### src/rtl/tap_ctr_pkg.sv
// Shared types for the tap address counter: sweep FSM states, mode encodings, core operations.
// Latency: n/a (types and constants only).
// Backpressure: n/a.
package tap_ctr_pkg;

    typedef enum logic {
        IDLE = 1'b0,
        RUN  = 1'b1
    } state_t;

    localparam logic MODE_FREE  = 1'b0;
    localparam logic MODE_SWEEP = 1'b1;

    localparam logic DIR_UP   = 1'b1;
    localparam logic DIR_DOWN = 1'b0;

    // Operation the control logic asks the counter core to perform this edge.
    typedef enum logic [2:0] {
        OP_HOLD  = 3'd0,
        OP_CLEAR = 3'd1,
        OP_LOAD  = 3'd2,
        OP_INIT  = 3'd3,
        OP_STEP  = 3'd4
    } ctr_op_t;

endpackage

### src/rtl/mod_counter_core.sv
// Modulo-MODULUS count register with clear, clamped load, sweep-start preset and wrapping step; TC decode.
// Latency: Q updates one CLK after op; TC is combinational from Q and dir.
// Backpressure: none; the caller stalls the count by issuing OP_HOLD.
module mod_counter_core
    import tap_ctr_pkg::*;
#(
    parameter int WIDTH   = 6,
    parameter int MODULUS = 63
) (
    input  logic             CLK,
    input  logic             CLR_N,
    input  ctr_op_t          op,
    input  logic             dir,
    input  logic [WIDTH-1:0] d,
    output logic [WIDTH-1:0] q,
    output logic             tc
);

    localparam logic [WIDTH-1:0] Q_MAX = WIDTH'(MODULUS - 1);
    localparam logic [WIDTH-1:0] Q_MIN = '0;

    // The count range must fit in the register and hold at least two values.
    if ((MODULUS < 2) || (WIDTH < 1) || ((64'd1 << WIDTH) < 64'(MODULUS))) begin : g_bad_params
        $fatal(1, "mod_counter_core: WIDTH=%0d cannot hold MODULUS=%0d (need MODULUS>=2, 2**WIDTH>=MODULUS)",
               WIDTH, MODULUS);
    end

    logic [WIDTH-1:0] q_inc;
    logic [WIDTH-1:0] q_dec;
    logic [WIDTH-1:0] d_clamped;
    logic [WIDTH-1:0] q_next;

    // Wrap by explicit compare so non-power-of-two moduli never rely on overflow.
    always_comb begin
        q_inc     = (q == Q_MAX) ? Q_MIN : q + WIDTH'(1);
        q_dec     = (q == Q_MIN) ? Q_MAX : q - WIDTH'(1);
        d_clamped = (d > Q_MAX) ? Q_MAX : d;
        q_next    = q;
        case (op)
            OP_CLEAR: q_next = Q_MIN;
            OP_LOAD:  q_next = d_clamped;
            OP_INIT:  q_next = (dir == DIR_UP) ? Q_MIN : Q_MAX;
            OP_STEP:  q_next = (dir == DIR_UP) ? q_inc : q_dec;
            default:  q_next = q;
        endcase
    end

    // Count register.
    always_ff @(posedge CLK or negedge CLR_N) begin
        if (!CLR_N) begin
            q <= Q_MIN;
        end else begin
            q <= q_next;
        end
    end

    // Terminal count depends on the direction currently in force.
    always_comb begin
        tc = (dir == DIR_UP) ? (q == Q_MAX) : (q == Q_MIN);
    end

endmodule

### src/rtl/tap_addr_counter.sv
// FIR tap address counter: free-running modulo up/down counter or single-sweep generator with BUSY/DONE.
// Latency: Q/BUSY/DONE one CLK after the controlling inputs; TC/RCO combinational.
// Backpressure: ENP&ENT low holds the count (stalls a sweep); no other flow control.
module tap_addr_counter
    import tap_ctr_pkg::*;
#(
    parameter int WIDTH   = 6,
    parameter int MODULUS = 63
) (
    input  logic             CLK,
    input  logic             CLR_N,
    input  logic             SCLR,
    input  logic             LD,
    input  logic [WIDTH-1:0] D,
    input  logic             ENP,
    input  logic             ENT,
    input  logic             UP,
    input  logic             MODE,
    input  logic             START,
    output logic [WIDTH-1:0] Q,
    output logic             TC,
    output logic             RCO,
    output logic             BUSY,
    output logic             DONE
);

    state_t  state_q;
    state_t  state_d;
    logic    dir_q;
    logic    dir_d;
    logic    busy_q;
    logic    busy_d;
    logic    done_q;
    logic    done_d;
    logic    dir_eff;
    logic    cnt;
    ctr_op_t op;

    // A sweep runs in the direction captured at START; otherwise UP drives directly.
    always_comb begin
        dir_eff = (state_q == RUN) ? dir_q : UP;
        cnt     = ENP & ENT;
    end

    mod_counter_core #(
        .WIDTH   (WIDTH),
        .MODULUS (MODULUS)
    ) u_core (
        .CLK   (CLK),
        .CLR_N (CLR_N),
        .op    (op),
        .dir   (dir_eff),
        .d     (D),
        .q     (Q),
        .tc    (TC)
    );

    // Cascade output needs no register stage.
    always_comb begin
        RCO = ENT & TC;
    end

    // Next-state and counter-op decode. In IDLE with MODE=SWEEP the counter
    // only clears or arms a sweep; load and free counting need MODE=FREE.
    always_comb begin
        state_d = state_q;
        dir_d   = dir_q;
        busy_d  = busy_q;
        done_d  = 1'b0;
        op      = OP_HOLD;
        case (state_q)
            IDLE: begin
                if (SCLR) begin
                    op = OP_CLEAR;
                end else if (MODE == MODE_SWEEP) begin
                    if (START) begin
                        op      = OP_INIT;
                        state_d = RUN;
                        dir_d   = UP;
                        busy_d  = 1'b1;
                    end
                end else if (LD) begin
                    op = OP_LOAD;
                end else if (cnt) begin
                    op = OP_STEP;
                end
            end
            RUN: begin
                if (SCLR) begin
                    // Abort: clear and drop out without signalling completion.
                    op      = OP_CLEAR;
                    state_d = IDLE;
                    busy_d  = 1'b0;
                end else if (cnt) begin
                    if (TC) begin
                        // Last address already presented; hold it rather than wrap.
                        state_d = IDLE;
                        busy_d  = 1'b0;
                        done_d  = 1'b1;
                    end else begin
                        op = OP_STEP;
                    end
                end
            end
            default: begin
                state_d = IDLE;
                busy_d  = 1'b0;
            end
        endcase
    end

    // FSM, sweep-direction latch and handshake registers.
    always_ff @(posedge CLK or negedge CLR_N) begin
        if (!CLR_N) begin
            state_q <= IDLE;
            dir_q   <= DIR_UP;
            busy_q  <= 1'b0;
            done_q  <= 1'b0;
        end else begin
            state_q <= state_d;
            dir_q   <= dir_d;
            busy_q  <= busy_d;
            done_q  <= done_d;
        end
    end

    always_comb begin
        BUSY = busy_q;
        DONE = done_q;
    end

endmodule

### config.mk
export PLATFORM = sky130hd
export DESIGN_NAME = tap_addr_counter
export DESIGN_NICKNAME = d
export VERILOG_FILES = /design/src/rtl/tap_ctr_pkg.sv /design/src/rtl/mod_counter_core.sv /design/src/rtl/tap_addr_counter.sv
export SDC_FILE = /design/constraint.sdc
export NUM_CORES = 1
export LEC_CHECK = 0
export BUFFER_PORTS_ARGS = -buffer_cell sky130_fd_sc_hd__buf_2
export CAP_MARGIN = 30
export CELL_PAD_IN_SITES_DETAIL_PLACEMENT = 1
export CELL_PAD_IN_SITES_GLOBAL_PLACEMENT = 2
export CORE_ASPECT_RATIO = 0.75
export CORE_MARGIN = 3
export CORE_UTILIZATION = 32
export DETAILED_ROUTE_END_ITERATION = 10
export GPL_TIMING_DRIVEN = 0
export PLACE_DENSITY = 0.88
export SLEW_MARGIN = 20
export SYNTH_ARGS = -nofsm -noshare
export SYNTH_HDL_FRONTEND = slang
export SYNTH_SLANG_ARGS = --single-unit
### constraint.sdc
create_clock -name CLK -period 4.87 [get_ports CLK]
set_input_delay 0.487 -clock CLK [delete_from_list [all_inputs] [get_ports CLK]]
set_output_delay 0.487 -clock CLK [all_outputs]
set_load 0.02 [all_outputs]
==> impl_metrics.csv, run 1 <==
group,metric,value,unit
outcome,run_status,"finished, final reports clean",
yosys,syn_nets,132,
cts,post_cts_resized,0,
drt,detailed_route_wire_length,2825,um
cts,clock_insertion_delay_worst_skew,240,ps
cts,max-clock-path-buffers,2,
cells_and_area,antenna-diode-count,0,
setup_path,startpoint_type,"flip-flop",
setup_path,crit_path_end_kind,"output pin",
cts,cts_root_buf,"clkbuf_8",
global_routing,routing_usage_on_met3,0.04459,
floorplan,floorplan.core_area,0.002703,mm2
yosys,synth-seq-cells,10,
cts,cts.repair_timing.setup_buffer_count,0,
drt,drt_iter0_markers,58,
sta,timing.final.max_slew_violations,0,
yosys,synth_warn,0,
cts,ctsHoldBuffers,0,
cells_and_area,ratio_of_cells_with_drive_above_1_in_the_final_layout,0.2908,
yosys,yosys_most_used_dff,"dfrtp_1",
sta,timing.max_slew.rel_slack,0.6306,
drt,drt-pass1-iter-count,4,
global_routing,globalRoute.totalOverflow,0,
global_routing,first_pass_grt_wire_length,4754,um
sta,setup_repair_after_global_routing_missed_its_margin,"no",
yosys,synth-async-reset-ratio,1.000,
yosys,synth-edff-count,0,
sta,final-setup-viol-count,0,
drt,ant_nets,0,
setup_path,worst_ep_arrival_time,2230,ps
global_routing,grt_use_met1,0.2513,
power_and_ir_drop,power.static_leakage,0.0005023,uW
global_routing,grt_max_degree,11,
cells_and_area,finish.net_count,161,
drt,drt_drc_violations_left,0,
floorplan,count_of_pins_on_the_block_boundary,25,
setup_path,setup.worst_path.class,"reg2out",
floorplan,fp.dieW,68.66,um
drt,wl_per_cell,15.96,um
yosys,post_synth_instance_area,942.2,um2
yosys,syn-mean-instance-area,8.338,um2
cts,cts_htree_levels,1,
cts,clock_sink_count,10,
floorplan,die_ar,0.003638,mm2
global_routing,global_route.usage.met2,0.2678,
floorplan,initial_core_util,0.3486,
floorplan,die-height,52.99,um
min_path,holdCritPathClass,"in2async",
setup_path,worst_path_largest_cell_delay,510,ps
place,dp_hpwl,2293,um
global_routing,grt_usage,0.1776,
sta,period_needed,2721,ps
floorplan,placementRows,16,
sta,fmax,367.5,MHz
yosys,synth_cell_type_count,44,
place,place_congestion,0.7896,
setup_path,worst-endpoint-required,4380,ps
drt,via_cell_ratio,5.757,
yosys,synth.yosys.seq_area_share,0.2669,
global_routing,most_heavily_used_metal_layer_in_global_routing,"met2",
sta,final.hold.worst_slack,107.5,ps
job,cap_violations,0,
cells_and_area,synthToLayoutAreaGrowth,22.31,%
sta,timing.clock.skew,8.923,ps
power_and_ir_drop,max_rail_drop_vdd,115.7,uV
yosys,syn_inst,113,
sta,fin_setup_tns,0,ps
setup_path,crit_slowest_cell,"or4b_4",
cts,cts_tree,"yes",
power_and_ir_drop,p_per_area,287.2,mW/mm2
sta,final_min_period_over_clock_period,0.5587,
sta,timing.final.hold_violations,0,
drt,via_count,1019,
cts,tritoncts.num_buffers,3,
place,buffer_ports.inserted,24,
sta,least_margin_pin_slew,549.4,ps
setup_path,crit_path_cell_trace,"inv_1 -> ha_1 -> or4b_4 -> nor3_4 -> nor2_1 -> nor2b_1 -> buf_2",
setup_path,path_max_fanout,8,
global_routing,initial_antenna_violation_count,0,
cts,path_clk_slew,50,ps
global_routing,first_global_vias,999,
stage by stage:
| step | setup slack, ps | cell area [um2] | power, uW | util | std cells |
|---|---|---|---|---|---|
| CTS | 2148 | 1152 | 334.1 | 0.4264 | 177 |
| floorplan | 2486 | 942.2 | 201.0 | - | 113 |
| finish | 2149 | 1152 | 330.9 | 0.4264 | 177 |
| global placement | 2451 | 1107 | 240.2 | 0.4097 | 173 |
| global route | 2043 | 1152 | 356.5 | 0.4264 | 177 |
| detailed placement | 2420 | 1107 | 244.0 | 0.4097 | 173 |
synthesized netlist by cell type, types with 2 or more instances:
library cell / instances / area, um2
o21ai_0: 5 / 25.02
ha_1: 4 / 50.05
dfrtp_1: 9 / 225.2
inv_1: 6 / 22.52
nand2_1: 6 / 22.52
a31oi_1: 4 / 25.02
mux2_2: 3 / 33.78
o311ai_0: 2 / 17.52
nand4_1: 2 / 12.51
nand3_1: 9 / 45.04
nor2_1: 10 / 37.54
a21oi_1: 10 / 50.05
and2_1: 2 / 12.51
nor3_1: 2 / 10.01
a211oi_1: 2 / 15.01
o31ai_1: 2 / 15.01
buf_4: 2 / 15.01
o211ai_1: 5 / 37.54
clkbuf_1: 2 / 7.510
and3_1: 2 / 12.51
worst max-delay path: cells and delay by family (launching register included):
| kind | cells | cell delay [ps] |
|---|---|---|
| flops | 1 | 470 |
| buf+inv | 2 | 370 |
| fa+ha+maj | 1 | 190 |
| simple gates | 4 | 980 |
cells in the final DEF (no fill, tap or decap), types with 2 or more instances in the layout:
cell	count
buf_2	24
nor2_1	10
a21oi_1	10
dfrtp_1	9
nand3_1	9
inv_1	6
nand2_1	6
o21ai_0	5
o211ai_1	5
a31oi_1	4
ha_1	4
mux2_2	3
clkbuf_1	3
clkbuf_8	3
buf_4	2
nor3_1	2
nand4_1	2
and2_1	2
a211oi_1	2
o31ai_1	2
o311ai_0	2
and3_1	2
area by class of cell:
| class | count | area, um2 |
|---|---|---|
| fillers | 345 | 1550 |
| multi-input cells | 92 | 634.4 |
| flip-flops and latches | 10 | 251.5 |
| repair buffers | 24 | 120.1 |
| clock buffers | 4 | 45.04 |
| well taps | 36 | 45.04 |
| plain buffers | 5 | 33.78 |
| inverters | 6 | 22.52 |
final timing paths:
check                             from           to  slack [ps]  cells past startpoint
setup / recovery           u_core.q[0]          RCO        2150                      7
hold / removal                   CLR_N         BUSY         110                      1
setup reg to reg           u_core.q[0]  u_core.q[4]        2590                      7
hold reg to reg                   BUSY         BUSY         570                      2
max in group asynchronous        CLR_N        dir_q        4490                      1
min in group CLK                  SCLR      state_q         480                      2
report_power, final:
group / switching [uW] / internal (uW) / total [uW] / leakage, uW
Sequential: 12.4 / 94.2 / 107 / 0.000128
Clock: 30.9 / 57.2 / 88.0 / 0.0000228
Combinational: 82.0 / 54.3 / 136 / 0.000352
Total: 125 / 206 / 331 / 0.000502
kinds of logic after synthesis:
group | synth area share
buffers and inverters | 0.05976
adders and majority gates | 0.05312
AOI/OAI and AO/OA | 0.2789
DFF | 0.2669
and+or+nand+nor | 0.2709
muxes | 0.07038
registers in the layout, indices dropped and copies added, names as in the netlist:
signal,flops
BUSY,1
u_core.q,6
state_q,1
DONE,1
dir_q,1
metal layers:
layer	up-vias	routed length [um]
li1	493	-
met1	497	1408
met2	24	1261
met3	5	132
met4	0	23
met5	-	0
No activity file was read; power rests on OpenSTA's default activity.
==> inputs of run 2 (changes only) <==
--- a/config.mk
+++ b/config.mk
@@ -11,10 +11,10 @@
 export CELL_PAD_IN_SITES_GLOBAL_PLACEMENT = 2
 export CORE_ASPECT_RATIO = 0.75
 export CORE_MARGIN = 3
-export CORE_UTILIZATION = 32
+export CORE_UTILIZATION = 27
 export DETAILED_ROUTE_END_ITERATION = 10
 export GPL_TIMING_DRIVEN = 0
-export PLACE_DENSITY = 0.88
+export PLACE_DENSITY = 0.8
 export SLEW_MARGIN = 20
 export SYNTH_ARGS = -nofsm -noshare
 export SYNTH_HDL_FRONTEND = slang
==> constraint.sdc (replaced) <==
create_clock -name CLK -period 2.5 [get_ports CLK]
set_input_delay 0.25 -clock CLK [delete_from_list [all_inputs] [get_ports CLK]]
set_output_delay 0.25 -clock CLK [all_outputs]
set_load 0.02 [all_outputs]
==> run 2 against run 1 <==
Core utilization shrank 4.9 points; global-route usage shrank 1.2 points; first-iteration DRC count shrank 26%; flip-flop and latch count is the same; total power grew 110%; final cell count grew 1.7%; sequential share of layout area shrank 0.30 points; sequential power grew 95%; die area grew 17%; non-clock buffer count grew 1.
==> impl_metrics.csv, run 2 (synthesis results as in run 1) <==
group,metric,value,unit
setup_path,reg2reg_slack,290,ps
power_and_ir_drop,max_rail_drop_vdd,238.2,uV
sta,timing.final.max_slew_violations,0,
drt,drt-pass1-iter-count,4,
power_and_ir_drop,portion_of_total_power_attributed_to_sequential_cells,0.301,
floorplan,count_of_pins_on_the_block_boundary,25,
cells_and_area,largest_register,"u_core.q",
sta,least_margin_pin_slew,551.0,ps
cts,max-clock-path-buffers,2,
place,dp_slack,226.9,ps
power_and_ir_drop,p_per_area,588.3,mW/mm2
floorplan,floorplan.core_area,0.003127,mm2
setup_path,startpoint_type,"flip-flop",
drt,drt_iter0_markers,43,
cells_and_area,multi_input_area,636.9,um2
drt,ant_nets,0,
global_routing,first_global_vias,1067,
cells_and_area,ff_latch_area,254.0,um2
power_and_ir_drop,sw_frac_of_total,0.3786,
cells_and_area,fillers,381,
place,place.detailed.instances,175,
sta,setup_ws_post_layout,147.5,ps
cts,clock_insertion_delay_worst_skew,240,ps
global_routing,grt_max_degree,11,
cells_and_area,mostFrequentLayoutCell,"buf_2",
cts,clock_sink_count,10,
power_and_ir_drop,power.static_leakage,0.0005102,uW
sta,period_needed,2353,ps
sta,fin_setup_tns,0,ps
cells_and_area,final_cell_mix,"buf_2, a21oi_1, nand3_1, nor2_1, dfrtp_1",
cells_and_area,finalCoreUtilization,0.3774,
drt,detailed_route_wire_length,3183,um
power_and_ir_drop,share_clk_of_total_power,0.303,
global_routing,grt_usage,0.1652,
setup_path,worst-endpoint-required,2250,ps
floorplan,fp.dieW,74.21,um
sta,timing.max_slew.rel_slack,0.6298,
sta,setup_repair_after_global_routing_missed_its_margin,"no",
sta,final-setup-viol-count,0,
cells_and_area,synthToLayoutAreaGrowth,25.23,%
cells_and_area,largest_register_ffs,6,
sta,timing.clock.skew,2.428,ps
global_routing,globalRoute.totalOverflow,0,
floorplan,placementRows,17,
floorplan,die-height,57.16,um
sta,timing.final.hold_violations,0,
power_and_ir_drop,power.net_switching,262.8,uW
setup_path,setup.worst_path.class,"reg2out",
job,cap_violations,0,
place,buffer_ports.inserted,24,
cells_and_area,ratio_of_cells_with_drive_above_1_in_the_final_layout,0.3239,
drt,via_count,1068,
drt,wl_per_cell,17.68,um
cts,cts_tree,"yes",
outcome,run_status,"finished, final reports clean",
sta,final_min_period_over_clock_period,0.9410,
place,place_congestion,0.8142,
cts,cts_root_buf,"clkbuf_8",
cts,tritoncts.num_buffers,3,
floorplan,initial_core_util,0.3013,
cells_and_area,finish.net_count,162,
power_and_ir_drop,pwr-share-comb,0.396,
power_and_ir_drop,internal_power,431.4,uW
floorplan,die_ar,0.004242,mm2
cts,path_clk_slew,50,ps
setup_path,worst_ep_arrival_time,2100,ps
sta,fmax,425.1,MHz
setup_path,path_max_fanout,8,
cells_and_area,stdcell_count,180,
cts,cts_htree_levels,1,
drt,drt_drc_violations_left,0,
cells_and_area,antenna-diode-count,0,
global_routing,initial_antenna_violation_count,0,
drt,via_cell_ratio,5.933,
place,dp_hpwl,2476,um
min_path,holdCritPathClass,"in2reg",
global_routing,first_pass_grt_wire_length,5333,um
setup_path,crit_path_end_kind,"output pin",
==> run 2: final cells by class <==
cell class                 instances  share of cell area
inverter                           6             0.01909
clock buffer                       4             0.04666
tap                               38             0.04030
sequential                        10              0.2153
timing repair buffer              25              0.1103
multi-input combinational         92              0.5398
buffer                             5             0.02863
==> run 2: critical path, cell delays in order (launching register included) <==
cell and delay, ps:
dfrtp_2 470, inv_2 110, ha_1 160, or4b_4 510
nor3_4 180, nor2_2 110, nor2b_1 130, buf_2 170
==> run 2: metrics by stage <==
step	hold WS (ps)	power, uW	cell area, um2
2_1_floorplan	-45.59	391.5	942.2
3_3_place_gp	136.0	471.9	1110
4_1_cts	215.1	701.0	1175
5_1_grt	227.7	744.0	1180
3_5_place_dp	136.3	481.5	1110
6_report	224.9	694.1	1180
==> run 2: layer usage <==
layer  up-vias  global-route usage  wire, um
li1        498                   -         -
met2        30              0.2361      1425
met4         0             0.06091        42
met3         5             0.04401       137
met5         -                   0         0
met1       535              0.2362      1577
==> run 2: path summary, 6_finish.rpt <==
path                       cells after the start     endpoint   startpoint
setup / recovery                               7          RCO  u_core.q[0]
max in group asynchronous                      2        dir_q        CLR_N
hold reg to reg                                2         BUSY         BUSY
min in group asynchronous                      2      state_q        CLR_N
hold / removal                                 2      state_q         SCLR
setup reg to reg                               7  u_core.q[3]  u_core.q[0]
==> run 2: power groups by stage <==
stage,Sequential (uW),Combinational [uW],Clock [uW]
floorplan,221,170,0
global placement,210,262,0
detailed placement,210,271,0
CTS,208,274,220
global route,213,303,228
finish,209,275,210
==> run 2: timing repair <==
item                       CTS  global route
resized for setup            0             4
hold buffers                 1             0
setup endpoints to repair    0             2
buffers inserted             0             0
hold endpoints to repair     9             0
==> inputs of run 3 (changes only) <==
--- a/config.mk
+++ b/config.mk
@@ -5,16 +5,16 @@
 export SDC_FILE = /design/constraint.sdc
 export NUM_CORES = 1
 export LEC_CHECK = 0
-export BUFFER_PORTS_ARGS = -buffer_cell sky130_fd_sc_hd__buf_2
 export CAP_MARGIN = 30
 export CELL_PAD_IN_SITES_DETAIL_PLACEMENT = 1
 export CELL_PAD_IN_SITES_GLOBAL_PLACEMENT = 2
 export CORE_ASPECT_RATIO = 0.75
 export CORE_MARGIN = 3
-export CORE_UTILIZATION = 27
+export CORE_UTILIZATION = 32
 export DETAILED_ROUTE_END_ITERATION = 10
+export DONT_BUFFER_PORTS = 1
 export GPL_TIMING_DRIVEN = 0
-export PLACE_DENSITY = 0.8
+export PLACE_DENSITY = 0.79
 export SLEW_MARGIN = 20
 export SYNTH_ARGS = -nofsm -noshare
 export SYNTH_HDL_FRONTEND = slang
==> run 3 against run 2 <==
Clock power fell by 19%; routed wire length fell by 12%; total power shrank 11%; first-iteration DRC count increased by 12%; largest cell class unchanged; register-to-register slack worse by 60 ps; final cell count down 14%; sequential share of layout area increased by 2.6 points; critical path depth is 1 lower; count of clock-buffer cells in the layout did not move; flip-flop and latch count unchanged.
==> impl_metrics.csv, run 3 (synthesis results as in run 1) <==
group,metric,value,unit
cells_and_area,fillers,339,
cells_and_area,mostFrequentLayoutCell,"a21oi_1",
power_and_ir_drop,max_rail_drop_vdd,291.4,uV
cts,cts_tree,"yes",
place,place.detailed.instances,149,
cts,tritoncts.num_buffers,3,
global_routing,first_global_vias,968,
cts,cts_root_buf,"clkbuf_8",
setup_path,crit_path_cell_trace,"inv_2 -> ha_1 -> or4b_4 -> nor3_4 -> nor2_2 -> nor2b_4",
place,buffer_ports.inserted,0,
sta,setup_repair_after_global_routing_missed_its_margin,"no",
place,place_congestion,0.7837,
drt,via_cell_ratio,5.922,
global_routing,grt_max_degree,11,
min_path,min_to,"state_q",
global_routing,initial_antenna_violation_count,0,
power_and_ir_drop,power.static_leakage,0.0004045,uW
floorplan,die_ar,0.003638,mm2
sta,final-setup-viol-count,0,
drt,via_count,912,
min_path,worst_hold_startpoint,"SCLR",
floorplan,count_of_pins_on_the_block_boundary,25,
setup_path,crit_path_end_kind,"output pin",
cells_and_area,final_cell_mix,"a21oi_1, nand3_1, nor2_1, dfrtp_1, nand2_1",
cts,clock_insertion_delay_worst_skew,240,ps
place,dp_slack,109.7,ps
drt,drt-pass1-iter-count,4,
floorplan,placementRows,16,
power_and_ir_drop,total_power,620.5,uW
cts,path_clk_slew,50,ps
global_routing,grt_usage,0.1810,
floorplan,die-height,52.99,um
min_path,holdCritPathClass,"in2reg",
cells_and_area,largest_register,"u_core.q",
cells_and_area,ratio_of_cells_with_drive_above_1_in_the_final_layout,0.1864,
drt,drt_iter0_markers,48,
setup_path,reg2reg_slack,230,ps
sta,final_min_period_over_clock_period,0.9224,
sta,least_margin_pin_slew,550.8,ps
outcome,run_status,"finished, final reports clean",
drt,detailed_route_wire_length,2808,um
sta,fin_setup_tns,0,ps
sta,timing.clock.skew,12.49,ps
sta,fmax,433.6,MHz
cells_and_area,multi_input_area,644.4,um2
sta,setup_ws_post_layout,193.9,ps
cells_and_area,antenna-diode-count,0,
floorplan,initial_core_util,0.3486,
setup_path,r2r_end,"u_core.q[4]",
setup_path,worst_path_largest_cell_delay,510,ps
place,dp_hpwl,2231,um
setup_path,crit_slowest_cell,"or4b_4",
setup_path,reg2reg_depth,7,
sta,timing.final.hold_violations,0,
global_routing,globalRoute.totalOverflow,0,
drt,wl_per_cell,18.23,um
job,cap_violations,0,
cells_and_area,synthToLayoutAreaGrowth,11.95,%
setup_path,worst_ep_arrival_time,2060,ps
sta,timing.max_slew.rel_slack,0.6297,
cells_and_area,ff_latch_area,254.0,um2
sta,period_needed,2306,ps
min_path,hold_path_depth,1,
cells_and_area,finish.net_count,138,
sta,timing.final.max_slew_violations,0,
drt,ant_nets,0,
drt,drt_drc_violations_left,0,
cts,cts_htree_levels,1,
sta,final.hold.worst_slack,95.81,ps
floorplan,fp.dieW,68.66,um
floorplan,floorplan.core_area,0.002703,mm2
setup_path,setup.worst_path.class,"reg2out",
setup_path,critical_path.reg2reg.startpoint,"u_core.q[0]",
global_routing,most_heavily_used_metal_layer_in_global_routing,"met1",
cells_and_area,stdcell_count,154,
cts,max-clock-path-buffers,2,
setup_path,startpoint_type,"flip-flop",
global_routing,first_pass_grt_wire_length,4823,um
global_routing,grt_use_met1,0.2771,
cells_and_area,largest_register_ffs,6,
cts,clock_sink_count,10,
global_routing,global_route.usage.met2,0.2567,
setup_path,path_max_fanout,8,
setup_path,worst-endpoint-required,2250,ps
power_and_ir_drop,p_per_area,588.3,mW/mm2
global_routing,routing_usage_on_met3,0.04671,
-- run 3: worst max path at each step --
stage | start | to | slack, ps | cells past startpoint
finish | u_core.q[0] | RCO | 190 | 6
global route | u_core.q[0] | RCO | 30 | 6
CTS | u_core.q[1] | RCO | 7 | 6
detailed placement | u_core.q[0] | RCO | 110 | 6
global placement | u_core.q[0] | RCO | 130 | 6
floorplan | u_core.q[0] | RCO | 350 | 6
-- run 3: report_power, final --
group / switching (uW) / internal [uW]
clock network: 59.7 / 111
registers: 44.5 / 184
logic: 131 / 89.6
-- run 3: layout make-up --
type,count,share of cell area
timing repair buffer,1,0.009490
inverter,6,0.02135
sequential,10,0.2408
multi-input combinational,92,0.6109
tap,36,0.04270
clock buffer,4,0.04270
buffer,5,0.03203
-- run 3: critical path, delay by kind of cell (launching register included) --
kind                       cells  cell delay, ps
and+or+nand+nor                4            1030
DFF                            1             500
adders and majority gates      1             170
buffers and inverters          1             120
-- run 3: timing repair --
item	4_1_cts	5_1_grt
resized for setup	2	4
setup buffers	0	0
hold endpoints to repair	10	0
setup endpoints to repair	1	2
hold buffers	1	0
-- run 3: metal layers --
layer,vias up,share of wire
met5,-,0
met4,0,0.0064
met3,2,0.045
met2,23,0.41
met1,440,0.53
li1,447,-
-- run 3: stage by stage --
stage                     instance area, um2    util
after floorplan                        942.2       -
after global placement                 987.2  0.3653
after detailed placement               987.2  0.3653
after CTS                               1046  0.3870
after global routing                    1055  0.3903
final                                   1055  0.3903
